File: src/rtl/fpgavn_lat_pkg.sv
// Shared constants for the latched-read holding buffer: state encoding and default width.
package fpgavn_lat_pkg;

  localparam int LAT_SIZE = 8;

  typedef enum logic [1:0] {
    ST_EMPTY = 2'd0,
    ST_ONE   = 2'd1,
    ST_FULL  = 2'd2
  } lat_st_e;

endpackage

File: src/rtl/lat_rd_slot.sv
// One storage word with load enable; resets asynchronously to RST_VAL.
module lat_rd_slot
  import fpgavn_lat_pkg::*;
#(
  parameter int              SIZE    = LAT_SIZE,
  parameter logic [SIZE-1:0] RST_VAL = {SIZE{1'b0}}
) (
  input  logic            clk,
  input  logic            rst,
  input  logic            ld,
  input  logic [SIZE-1:0] d,
  output logic [SIZE-1:0] q
);

  always_ff @(posedge clk or posedge rst) begin
    if (rst)     q <= RST_VAL;
    else if (ld) q <= d;
  end

endmodule

File: src/rtl/s_lat_rd.sv
// Two-entry holding buffer between an ena-strobed producer and a valid/ready reader.
// Optional sticky overflow flag enabled by defining S_LAT_RD_OVF_EN.
//
// state    | meaning
// ST_EMPTY | no word held, odat keeps last value
// ST_ONE   | head slot valid
// ST_FULL  | head and tail valid, unread write is dropped
module s_lat_rd
  import fpgavn_lat_pkg::*;
#(
  parameter int              SIZE    = LAT_SIZE,
  parameter logic [SIZE-1:0] RST_VAL = {SIZE{1'b0}}
) (
  input  logic            clk,
  input  logic            rst,
  input  logic            ena,
  input  logic [SIZE-1:0] idat,
  output logic            ovld,
  input  logic            ordy,
  output logic [SIZE-1:0] odat,
  output logic            ovf,
  input  logic            ovf_clr
);

  lat_st_e         state_q, state_d;
  logic            hd_ld, hd_sel_tail, tl_ld, ovf_evt;
  logic [SIZE-1:0] hd_d, tl_q;

  always_ff @(posedge clk or posedge rst) begin
    if (rst) state_q <= ST_EMPTY;
    else     state_q <= state_d;
  end

  always_comb begin
    state_d = state_q;
    unique case (state_q)
      ST_EMPTY: if (ena) state_d = ST_ONE;
      ST_ONE: begin
        if (ena && !ordy)      state_d = ST_FULL;
        else if (!ena && ordy) state_d = ST_EMPTY;
      end
      ST_FULL:  if (!ena && ordy) state_d = ST_ONE;
      default:  state_d = ST_EMPTY;
    endcase
  end

  // ovld depends only on registered state; ena/ordy only steer slot loads
  always_comb begin
    ovld        = (state_q != ST_EMPTY);
    hd_ld       = 1'b0;
    hd_sel_tail = 1'b0;
    tl_ld       = 1'b0;
    ovf_evt     = 1'b0;
    unique case (state_q)
      ST_EMPTY: hd_ld = ena;
      ST_ONE: begin
        hd_ld = ena & ordy;
        tl_ld = ena & ~ordy;
      end
      ST_FULL: begin
        hd_ld       = ordy;
        hd_sel_tail = 1'b1;
        tl_ld       = ena & ordy;
        ovf_evt     = ena & ~ordy;
      end
      default: ;
    endcase
  end

  assign hd_d = hd_sel_tail ? tl_q : idat;

  lat_rd_slot #(.SIZE(SIZE), .RST_VAL(RST_VAL)) u_head (
    .clk (clk),
    .rst (rst),
    .ld  (hd_ld),
    .d   (hd_d),
    .q   (odat)
  );

  lat_rd_slot #(.SIZE(SIZE), .RST_VAL(RST_VAL)) u_tail (
    .clk (clk),
    .rst (rst),
    .ld  (tl_ld),
    .d   (idat),
    .q   (tl_q)
  );

`ifdef S_LAT_RD_OVF_EN
  logic ovf_q;

  // a drop on the same edge as a clear keeps the flag set
  always_ff @(posedge clk or posedge rst) begin
    if (rst)          ovf_q <= 1'b0;
    else if (ovf_evt) ovf_q <= 1'b1;
    else if (ovf_clr) ovf_q <= 1'b0;
  end

  assign ovf = ovf_q;
`else
  logic unused_ovf;
  assign unused_ovf = ovf_clr ^ ovf_evt;
  assign ovf        = 1'b0;
`endif

endmodule

File: config.mk
export PLATFORM = sky130hd
export DESIGN_NAME = s_lat_rd
export DESIGN_NICKNAME = d
export VERILOG_FILES = /design/src/rtl/fpgavn_lat_pkg.sv /design/src/rtl/lat_rd_slot.sv /design/src/rtl/s_lat_rd.sv
export SDC_FILE = /design/constraint.sdc
export NUM_CORES = 1
export LEC_CHECK = 0
export ABC_AREA = 1
export BUFFER_PORTS_ARGS = -buffer_cell sky130_fd_sc_hd__buf_2
export CAP_MARGIN = 25
export CORE_MARGIN = 2
export CORE_UTILIZATION = 40
export DETAILED_ROUTE_END_ITERATION = 16
export GPL_ROUTABILITY_DRIVEN = 0
export PLACE_DENSITY_LB_ADDON = 0.2
export REMOVE_ABC_BUFFERS = 1
export SYNTH_ARGS = -nofsm -noshare
export SYNTH_HDL_FRONTEND = slang
export SYNTH_SLANG_ARGS = --single-unit
File: constraint.sdc
create_clock -name clk -period 2 [get_ports clk]
set_clock_uncertainty 0.15 [all_clocks]
set_input_delay 0.2 -clock clk [delete_from_list [all_inputs] [get_ports clk]]
set_output_delay 0.2 -clock clk [all_outputs]
set_load 0.03 [all_outputs]
After elaboration in Yosys (flattened, before gate mapping)
Cells that the tools add are included.
- bits in registers: 18
- latch bits: 0
- bits in writable memories: 0
- memory bits (read-only): 0
- input port bits: 13
- output and inout bits: 10
- memories: 0
- $add $sub $neg: 0
- multipliers: 0
- divide/modulo/power cells: 0
- magnitude comparators: 0
- eq/ne operators: 5
- shift operators: 0
- multiplexer cells: 9
- bitwise logic cells: 3
- reductions and logical operators: 7
- operators by type and width (operator ; count):
    $mux 2 ; 4
    $mux 8 ; 1
    $pmux 2 s3 ; 1
    $ne 2x2->1 const B ; 2
    $ne 3x3->1 const B ; 1
    $pmux 1 s3 ; 1
    $reduce_and 3->1 ; 1
    $and 1x1->1 ; 2
    $eq 2x1->1 const B ; 1
    $eq 2x2->1 const B ; 1
    $logic_and 1x1->1 ; 2
    $logic_not 1->1 ; 2
    $logic_not 2->1 ; 1
    $pmux 1 s2 ; 1
    $reduce_bool 2->1 ; 1
    $mux 1 ; 1
    $not 1->1 ; 1

Longest topological paths before layout
Gate-level depths: netlist of the first run.
- depth after elaboration: 5
- depth in mapped cells: 8
- gate-level depth less buffers: 7

By module
A second synthesis of the first run with hierarchy kept.
- cells, all modules: 126
- area total of the unflattened synthesis: 1062.3 um2
- modules (own cells, without submodules) (module ; times used ; cells an instance ; area an instance (um2)):
    lat_rd_slot ; 2 ; 35 ; 309.0
    s_lat_rd ; 1 ; 56 ; 444.2

Worst setup path after synthesis of the first run
OpenSTA, ideal clock, no wires.
- kind: reg-to-reg
- start: register state_q[0]
- end: register u_head.q[0]
- library setup time: 0.118 ns
- data arrival time: 1.064 ns
- data required time: 1.732 ns
- setup slack: 0.669 ns
- stages on the path, launching flop included: 8
- buffers on the path: 0
- cell sequence: dfrtp_1 -> inv_1 -> ha_1 -> nand2_2 -> nand3_4 -> nand2_4 -> nand2_1 -> nand2_1
- cells in the longest elaborated chain, start to end: 3
- elaborated cells between the ends (all ways): 6
- those cells by class: 2 x eq/ne; 3 x mux; 1 x reduce/logical
- ends and longest elaborated chain (what ; RTL line ; RTL):
    start: declaration ; s_lat_rd.sv:25 ; lat_st_e state_q, state_d;
    start signal: assignment ; s_lat_rd.sv:31 ; else state_q <= state_d;
    $eq 2x2->1 ; s_lat_rd.sv:54 ; unique case (state_q)
    $mux 1 ; s_lat_rd.sv:54 ;
    $mux 8 ; s_lat_rd.sv:70 ; assign hd_d = hd_sel_tail ? tl_q : idat;
    end signal: assignment ; lat_rd_slot.sv:16 ; if (rst) q <= RST_VAL;
    end signal: assignment ; lat_rd_slot.sv:17 ; else if (ld) q <= d;
    end: declaration ; lat_rd_slot.sv:12 ; output logic [SIZE-1:0] q
Parallel ways exist; a longest one is shown, timed or not.
A chain may end at the register's enable or synchronous reset.

Final worst setup path of the first run
- start: register state_q[0]
- end: output ovld
- cells in the longest elaborated chain, start to end: 1
- ends and longest elaborated chain (what ; RTL line ; RTL):
    $reduce_bool 2->1 ; s_lat_rd.sv:49 ; ovld = (state_q != ST_EMPTY);
    end: declaration ; s_lat_rd.sv:18 ; output logic ovld,
Every way passes these cells.

==> summary.md, run 1 <==
| Metric | Value |
|---|---|
| Outcome | `finished, final reports clean` |
| Detailed placement HPWL | `1480 um` |
| Most common cell on crit path | `inv_1` |
| Data arrival time of the worst path | `1360 ps` |
| Port bufs | `20` |
| Worst setup path end | `ovld` |
| CP bufs+invs | `3` |
| Fin. Hold Viols | `0` |
| CP Capture Type | `output port` |
| GRT Residual Overflow | `0` |
| PwrDens | `1380 nW/um^2` |
| Global-route wire length before repair | `3620 um` |
| CP startpoint kind | `flip-flop` |
| Worst Hold Depth | `3` |
| Combinational fraction of design power | `51.7%` |
| Met2 WL | `879 um` |
| CP Data Required Time | `1650 ps` |
| Fraction of layout cells with a size suffix above 1 | `20.1%` |
| P_sw | `0.835 mW` |
| Post-CTS Setup Inserts | `0` |
| Vias post-DR | `899` |
| Tot GR Track Use | `14.6%` |
| WP depth | `4` |
| Clock sink count | `18` |
| DRT antenna net count | `0` |
| Mux cell area share after synthesis | `0%` |
| Post-Synthesis Cells | `135` |
| WL/cell | `10.2 um` |
| Crit-path slowest cell | `dfrtp_1` |
| Peak supply drop | `0.000830 V` |
| Clock tree buffer depth | `2` |
| Cell Area, Synth | `1050 um^2` |
| Die Span X | `55.3 um` |
| Period minus WS final | `1710 ps` |
| Drt initial violations | `18` |
| Top Layer Used | `met4` |
| # diodes | `0` |
| CTS tree | `yes` |
| Largest net degree at the start of global routing | `19` |
| NumNets Final | `187` |
| Area delta synth->final | `21.4%` |
| Top-area cell type share of the netlist area | `42.8%` |
| FF-to-FF End | `u_tail.q[5]$_DFFE_PP0P_` |
| Setup TNS | `0 ps` |
| Fraction of registers with async set/reset | `100%` |
| Synth Warn # | `0` |
| Worst Hold Class | `in2reg` |
| EDFF count, synth | `0` |
| Worst R2R Setup Slack | `440 ps` |
| Via density per instance | `4.63` |
| Drt pass-1 iters | `4` |
| Max-slew headroom | `54.6%` |
| Io pins | `23` |
| Register bit count reported by yosys | `18` |
| Hold Path Origin | `idat[7]` |
| Synthesized area per cell | `7.80 um^2` |
| Switching Share | `47.2%` |
| Maxcap violations | `0` |
| H-tree depth | `1` |
| Die area | `3060 um^2` |
| Post-synthesis simple-gate area fraction | `40.3%` |
| Complex-gate fraction of the synthesized area | `0%` |
| Fmax | `583 MHz` |
| Core box area | `2480 um^2` |
| DRC viols | `0` |
| R2R cell count | `5` |
| CP delay by family, top | `flip-flops` |
| Cell internal pwr | `0.934 mW` |
| Synth unique cells | `15` |
| Post-synthesis sequential area ratio | `42.8%` |
| Largest family of logic cells by synthesized area | `simple AND/OR/NAND/NOR gates` |
| # setup viols final | `0` |
| RSZ-0062 raised after global routing | `false` |
| Clk_lat worst skew | `290 ps` |
| Final Util | `51.6%` |
| PostCTS Resize Cnt | `0` |
| Flop pwr share | `35.7%` |
| Dominant cell type by area after synthesis | `dfrtp_1` |
| Root Driver | `clkbuf_4` |
| Metal3 WL | `98 um` |
| Final period utilization | `85.7%` |
| Post-synthesis adder-cell area fraction | `10.7%` |
| Hold_buf cts | `7` |
| Worst flop-to-flop path startpoint | `state_q[0]$_DFFE_PP0P_` |
| Lkg Pwr | `0.746 nW` |
| Die Y-Extent | `55.3 um` |
| CP max stage delay | `450 ps` |
| M1 WL | `992 um` |
| Clk pwr share | `12.6%` |
| CTS buffer count | `3` |
| Initial antenna violation count | `0` |
| Synth top area cells | `dfrtp_1 43%, nand2_1 24%, ha_1 11%` |
| Most common cell in the netlist | `nand2_1` |
| Slew @ Worst Pin | `680 ps` |
| Initial Utilization | `42.5%` |
| CP Max Fanout | `5` |
| Synth cell count leaders | `66 x nand2_1, 19 x nand3_1, 18 x dfrtp_1` |
| Critical path launch point | `state_q[0]$_DFFE_PP0P_` |
| Cell Rows | `18` |
| Worst-path cell chain | `inv_1 > ha_1 > inv_1 > buf_2` |
| Ys flop type | `dfrtp_1` |
| Fraction of synthesized cell area in xor and xnor cells | `0%` |
| WS Path Type | `reg2out` |
| Vias in the first global route | `863` |
| Pins Over Slew Limit | `0` |
| Post-Route WL | `1980 um` |
| Reg clk slew, reported paths | `100 ps` |
worst reg2reg max path: cells and delay by family (launching register included):
kind                       cells  cell delay, ps
adders and majority gates      1             500
DFF                            1             450
and+or+nand+nor                3             250
buffers and inverters          1             110
flip-flops by register name, indices dropped and copies added (netlist names):
register	flops
u_head.q	8
u_tail.q	8
state_q	2
worst min-delay path by stage:
stage / endpoint / slack [ps]
after floorplan: state_q[0]$_DFFE_PP0P_ / -10
after global routing: u_tail.q[5]$_DFFE_PP0P_ / 10
after CTS: u_tail.q[7]$_DFFE_PP0P_ / 2
after global placement: state_q[1]$_DFFE_PP0P_ / 180
after detailed placement: state_q[0]$_DFFE_PP0P_ / 200
final: u_tail.q[7]$_DFFE_PP0P_ / 3
power by group through the flow:
| stage | registers, mW | clock network, mW | logic, mW |
|---|---|---|---|
| after global placement | 0.631 | 0 | 0.903 |
| final | 0.631 | 0.223 | 0.915 |
| after global routing | 0.653 | 0.246 | 1.03 |
| after detailed placement | 0.637 | 0 | 0.917 |
| after CTS | 0.631 | 0.232 | 0.928 |
| after floorplan | 0.779 | 0 | 0.539 |
cell families (layout without fill, tap and decap cells):
kind of cell | after synthesis | after routing
and+or+nand+nor | 95 | 95
adders and majority gates | 9 | 9
DFF | 18 | 18
buffers and inverters | 12 | 41
other | 1 | 1
final cells by class:
type                       count  area [um^2]
multi-input combinational    105          541
tap                           30         37.5
clock buffer                   4         36.3
timing repair buffer          28          178
fill                         260         1200
inverter                       9         36.3
sequential                    18          450
cell usage in the layout, fill, tap and decap left out, types with 2 or more instances in the layout:
cell / n
clkbuf_4: 3
ha_1: 9
dfrtp_1: 18
nor2_1: 3
inv_1: 7
nand3_1: 19
nand2_2: 2
buf_2: 20
nand2_4: 3
dlygate4sd3_1: 7
nand2_1: 66
routing by layer:
layer  vias to the layer above  global-route usage, %
met3                         2                   4.92
met2                        20                   22.1
met4                         0                   3.14
met5                         -                      0
li1                        473                      -
met1                       404                   20.1
through the flow:
stage / instances / power [mW] / area, um^2 / hold slack, ps / setup WS [ps]
global route: 194 / 1.93 / 1280 / 11.2 / 207
finish: 194 / 1.77 / 1280 / 3.44 / 285
floorplan: 132 / 1.32 / 1030 / -11.4 / 432
detailed placement: 183 / 1.55 / 1170 / 196 / 438
CTS: 194 / 1.79 / 1280 / 1.67 / 275
global placement: 183 / 1.53 / 1170 / 180 / 466
No activity file was read; power rests on OpenSTA's default activity.
==> run 2: changes to the inputs <==
Settings changed: ABC_AREA 1 to unset.
==> summary.md, run 2 <==
| Metric | Value |
|---|---|
| Cell Rows | `17 (-1)` |
| Tot GR Track Use | `16.3% (+1.7 points)` |
| Combinational fraction of design power | `50.6% (-1.1 points)` |
| Outcome | `finished, final reports clean` |
| FILL cells | `209 (-20%)` |
| Pins Over Slew Limit | `0 (unchanged)` |
| # diodes | `0 (unchanged)` |
| CP Capture Type | `flip-flop` |
| Synth top area cells | `dfrtp_1 48%, ha_1 12%, mux2i_1 11%` |
| Post-synthesis simple-gate area fraction | `2.25% (-38 points)` |
| Largest net degree at the start of global routing | `19 (unchanged)` |
| CP startpoint kind | `flip-flop` |
| Fraction of synthesized cell area in xor and xnor cells | `0% (unchanged)` |
| Clock tree buffer depth | `2 (unchanged)` |
| Cell internal pwr | `1.01 mW (+8.4%)` |
| Io pins | `23 (unchanged)` |
| Initial Utilization | `42.6% (+0.12 points)` |
| Post-Route WL | `1900 um (-4.0%)` |
| Mux cell area share after synthesis | `20.2% (+20 points)` |
| Fmax | `549 MHz (-5.9%)` |
| Vias post-DR | `683 (-24%)` |
| Drt pass-1 iters | `6 (+2)` |
| Synthesized area per cell | `11.8 um^2 (+51%)` |
| Most common cell in the netlist | `dfrtp_1` |
| Met3 Use GR | `5.14% (+0.22 points)` |
| Post-Synthesis Cells | `80 (-41%)` |
| Final period utilization | `91.1% (+5.4 points)` |
| Flop pwr share | `36.7% (+1.0 points)` |
| Synth Warn # | `0 (unchanged)` |
| Maxcap violations | `0 (unchanged)` |
| Data arrival time of the worst path | `1850 ps (+490 ps)` |
| Vias in the first global route | `692 (-20%)` |
| Core box area | `2210 um^2 (-11%)` |
| Initial antenna violation count | `0 (unchanged)` |
| Fraction of layout cells with a size suffix above 1 | `32.4% (+12 points)` |
| CTS buffer count | `3 (unchanged)` |
| WS Path Type | `reg2reg` |
| Period minus WS final | `1820 ps (+108 ps)` |
| Placed cell count | `127 (-31%)` |
| Detailed placement HPWL | `1300 um (-12%)` |
| Post-synthesis adder-cell area fraction | `11.9% (+1.2 points)` |
| GRT Residual Overflow | `0 (unchanged)` |
| CP Data Required Time | `2030 ps (+380 ps)` |
| Dominant cell type by area after synthesis | `dfrtp_1` |
| Setup slack after layout | `177 ps (-108 ps)` |
| Clk pwr share | `12.7% (about the same)` |
| Ys flop type | `dfrtp_1` |
| Switching Share | `41.7% (-5.4 points)` |
| Post-Layout Cell Count | `139 (-28%)` |
| Pre-CTS setup slack | `55.6 ps (-382 ps)` |
| CTS tree | `yes` |
| PwrDens | `1460 nW/um^2 (+5.5%)` |
| Largest family of logic cells by synthesized area | `multiplexers` |
| CP Max Fanout | `8 (+3)` |
| Fraction of registers with async set/reset | `100% (unchanged)` |
| Complex-gate fraction of the synthesized area | `12.2% (+12 points)` |
| Drt initial violations | `13 (-5)` |
| Die Y-Extent | `52.6 um (-5.0%)` |
| Clk_lat worst skew | `290 ps (about the same)` |
| Final Util | `53.8% (+2.2 points)` |
| Fin. Hold Viols | `0 (unchanged)` |
| H-tree depth | `1 (unchanged)` |
| # setup viols final | `0 (unchanged)` |
| Via density per instance | `4.91 (+6.0%)` |
| Top-area cell type share of the netlist area | `47.7% (+5.0 points)` |
| Global route hottest layer | `met2` |
| Worst R2R Setup Slack | `180 ps (-260 ps)` |
| Commonest non-fill, non-tap cell in the layout | `buf_2` |
| Peak supply drop | `0.000778 V (-6.2%)` |
| Met1 Resource Use GR | `18.9% (-1.2 points)` |
| Post-synthesis sequential area ratio | `47.7% (+5.0 points)` |
| Met2 Use GR | `28.3% (+6.2 points)` |
| Setup TNS | `0 ps (unchanged)` |
| Global-route wire length before repair | `3110 um (-14%)` |
| EDFF count, synth | `0 (unchanged)` |
| Max-slew headroom | `53.4% (-1.2 points)` |
| RSZ-0062 raised after global routing | `false` |
| Register bit count reported by yosys | `18 (unchanged)` |
| NumNets Final | `134 (-28%)` |
| DRC viols | `0 (unchanged)` |
| Lkg Pwr | `0.572 nW (-23%)` |
| Leading registers by flop count | `u_head.q (8), u_tail.q (8), state_q (2)` |
| DRT antenna net count | `0 (unchanged)` |
| Clock sink count | `18 (unchanged)` |
| Commonest non-fill, non-tap cells in the layout | `20 x buf_2, 18 x dfrtp_1, 10 x mux2i_1, 9 x ha_1` |
| Synth cell count leaders | `18 x dfrtp_1, 10 x mux2i_1, 9 x ha_1` |
| Die area | `2760 um^2 (-9.7%)` |
| Synth unique cells | `18 (+3)` |
| Die Span X | `52.6 um (-5.0%)` |
| Area delta synth->final | `26.3%` |
| Port bufs | `20 (unchanged)` |
| WL/cell | `13.7 um (+34%)` |
| Root Driver | `clkbuf_4` |
| Cell Area, Synth | `943 um^2 (-10%)` |
| Worst Hold Class | `in2reg` |
| Power, Total | `1.74 mW (-1.7%)` |
| Reg clk slew, reported paths | `100 ps (about the same)` |
| P_sw | `0.725 mW (-13%)` |
| Slew @ Worst Pin | `698 ps (+17.4 ps)` |
run 2: cell count changes in the layout (fill, tap and decap cells not counted), sizes merged, moves of 3 or more:
cell,delta
nand2,-69
nand3,-20
o21ai,+16
mux2i,+10
mux2,+8
nor2,-3
run 2: critical path, stage by stage, from the launching register on:
cell	delay, ps
dfrtp_1	410
inv_1	110
ha_1	230
a22o_1	240
nand2_2	210
mux2_2	370
run 2: stage by stage:
step / area [um^2] / hold WS (ps)
floorplan: 920 / -11.4
global placement: 1070 / 183
detailed placement: 1070 / 183
CTS: 1190 / 2.91
global route: 1190 / 3.03
finish: 1190 / 16.8
run 2: logic make-up after synthesis:
kind of cell / after synthesis
adder cells (fa/ha/maj): 9
other: 1
AND/OR/NAND/NOR: 4
flip-flops: 18
multiplexers: 18
buffers and inverters: 10
AO/OA/AOI/OAI: 20
run 2: per-layer routing:
metal	routed length, um	up-vias
li1	-	339
met1	884	326
met2	926	16
met3	74	2
met4	16	0
met5	0	-
run 2: cell type report:
cell class / count / area, um^2 / share of cell area, %
Multi-Input combinational cell: 52 / 448 / 37.6
Timing Repair Buffer: 30 / 195 / 16.4
Inverter: 7 / 26.3 / 2.21
Sequential cell: 18 / 450 / 37.8
Tap cell: 28 / 35.0 / 2.94
Clock buffer: 4 / 36.3 / 3.05
run 2: final timing paths:
kind / cells after the start / to / from
max: 5 / u_tail.q[0]$_DFFE_PP0P_ / state_q[0]$_DFFE_PP0P_
min: 2 / u_tail.q[1]$_DFFE_PP0P_ / idat[1]
max reg2reg: 5 / u_tail.q[0]$_DFFE_PP0P_ / state_q[0]$_DFFE_PP0P_
min reg2reg: 1 / u_tail.q[3]$_DFFE_PP0P_ / u_tail.q[3]$_DFFE_PP0P_
max in group asynchronous: 3 / u_tail.q[5]$_DFFE_PP0P_ / rst
min in group asynchronous: 3 / state_q[1]$_DFFE_PP0P_ / rst
run 2: repair_timing:
action	CTS	global route
hold buffers	8	0
endpoints found under the setup margin	0	13
resized for setup	0	2
setup buffers	0	0
endpoints found under the hold margin	25	0
run 2: power groups by stage:
| stage | logic [mW] | registers [mW] | clock network, mW |
|---|---|---|---|
| finish | 0.879 | 0.638 | 0.221 |
| global route | 0.963 | 0.662 | 0.250 |
| CTS | 0.872 | 0.638 | 0.232 |
| detailed placement | 0.856 | 0.648 | 0 |
| global placement | 0.828 | 0.640 | 0 |
| floorplan | 0.463 | 0.786 | 0 |
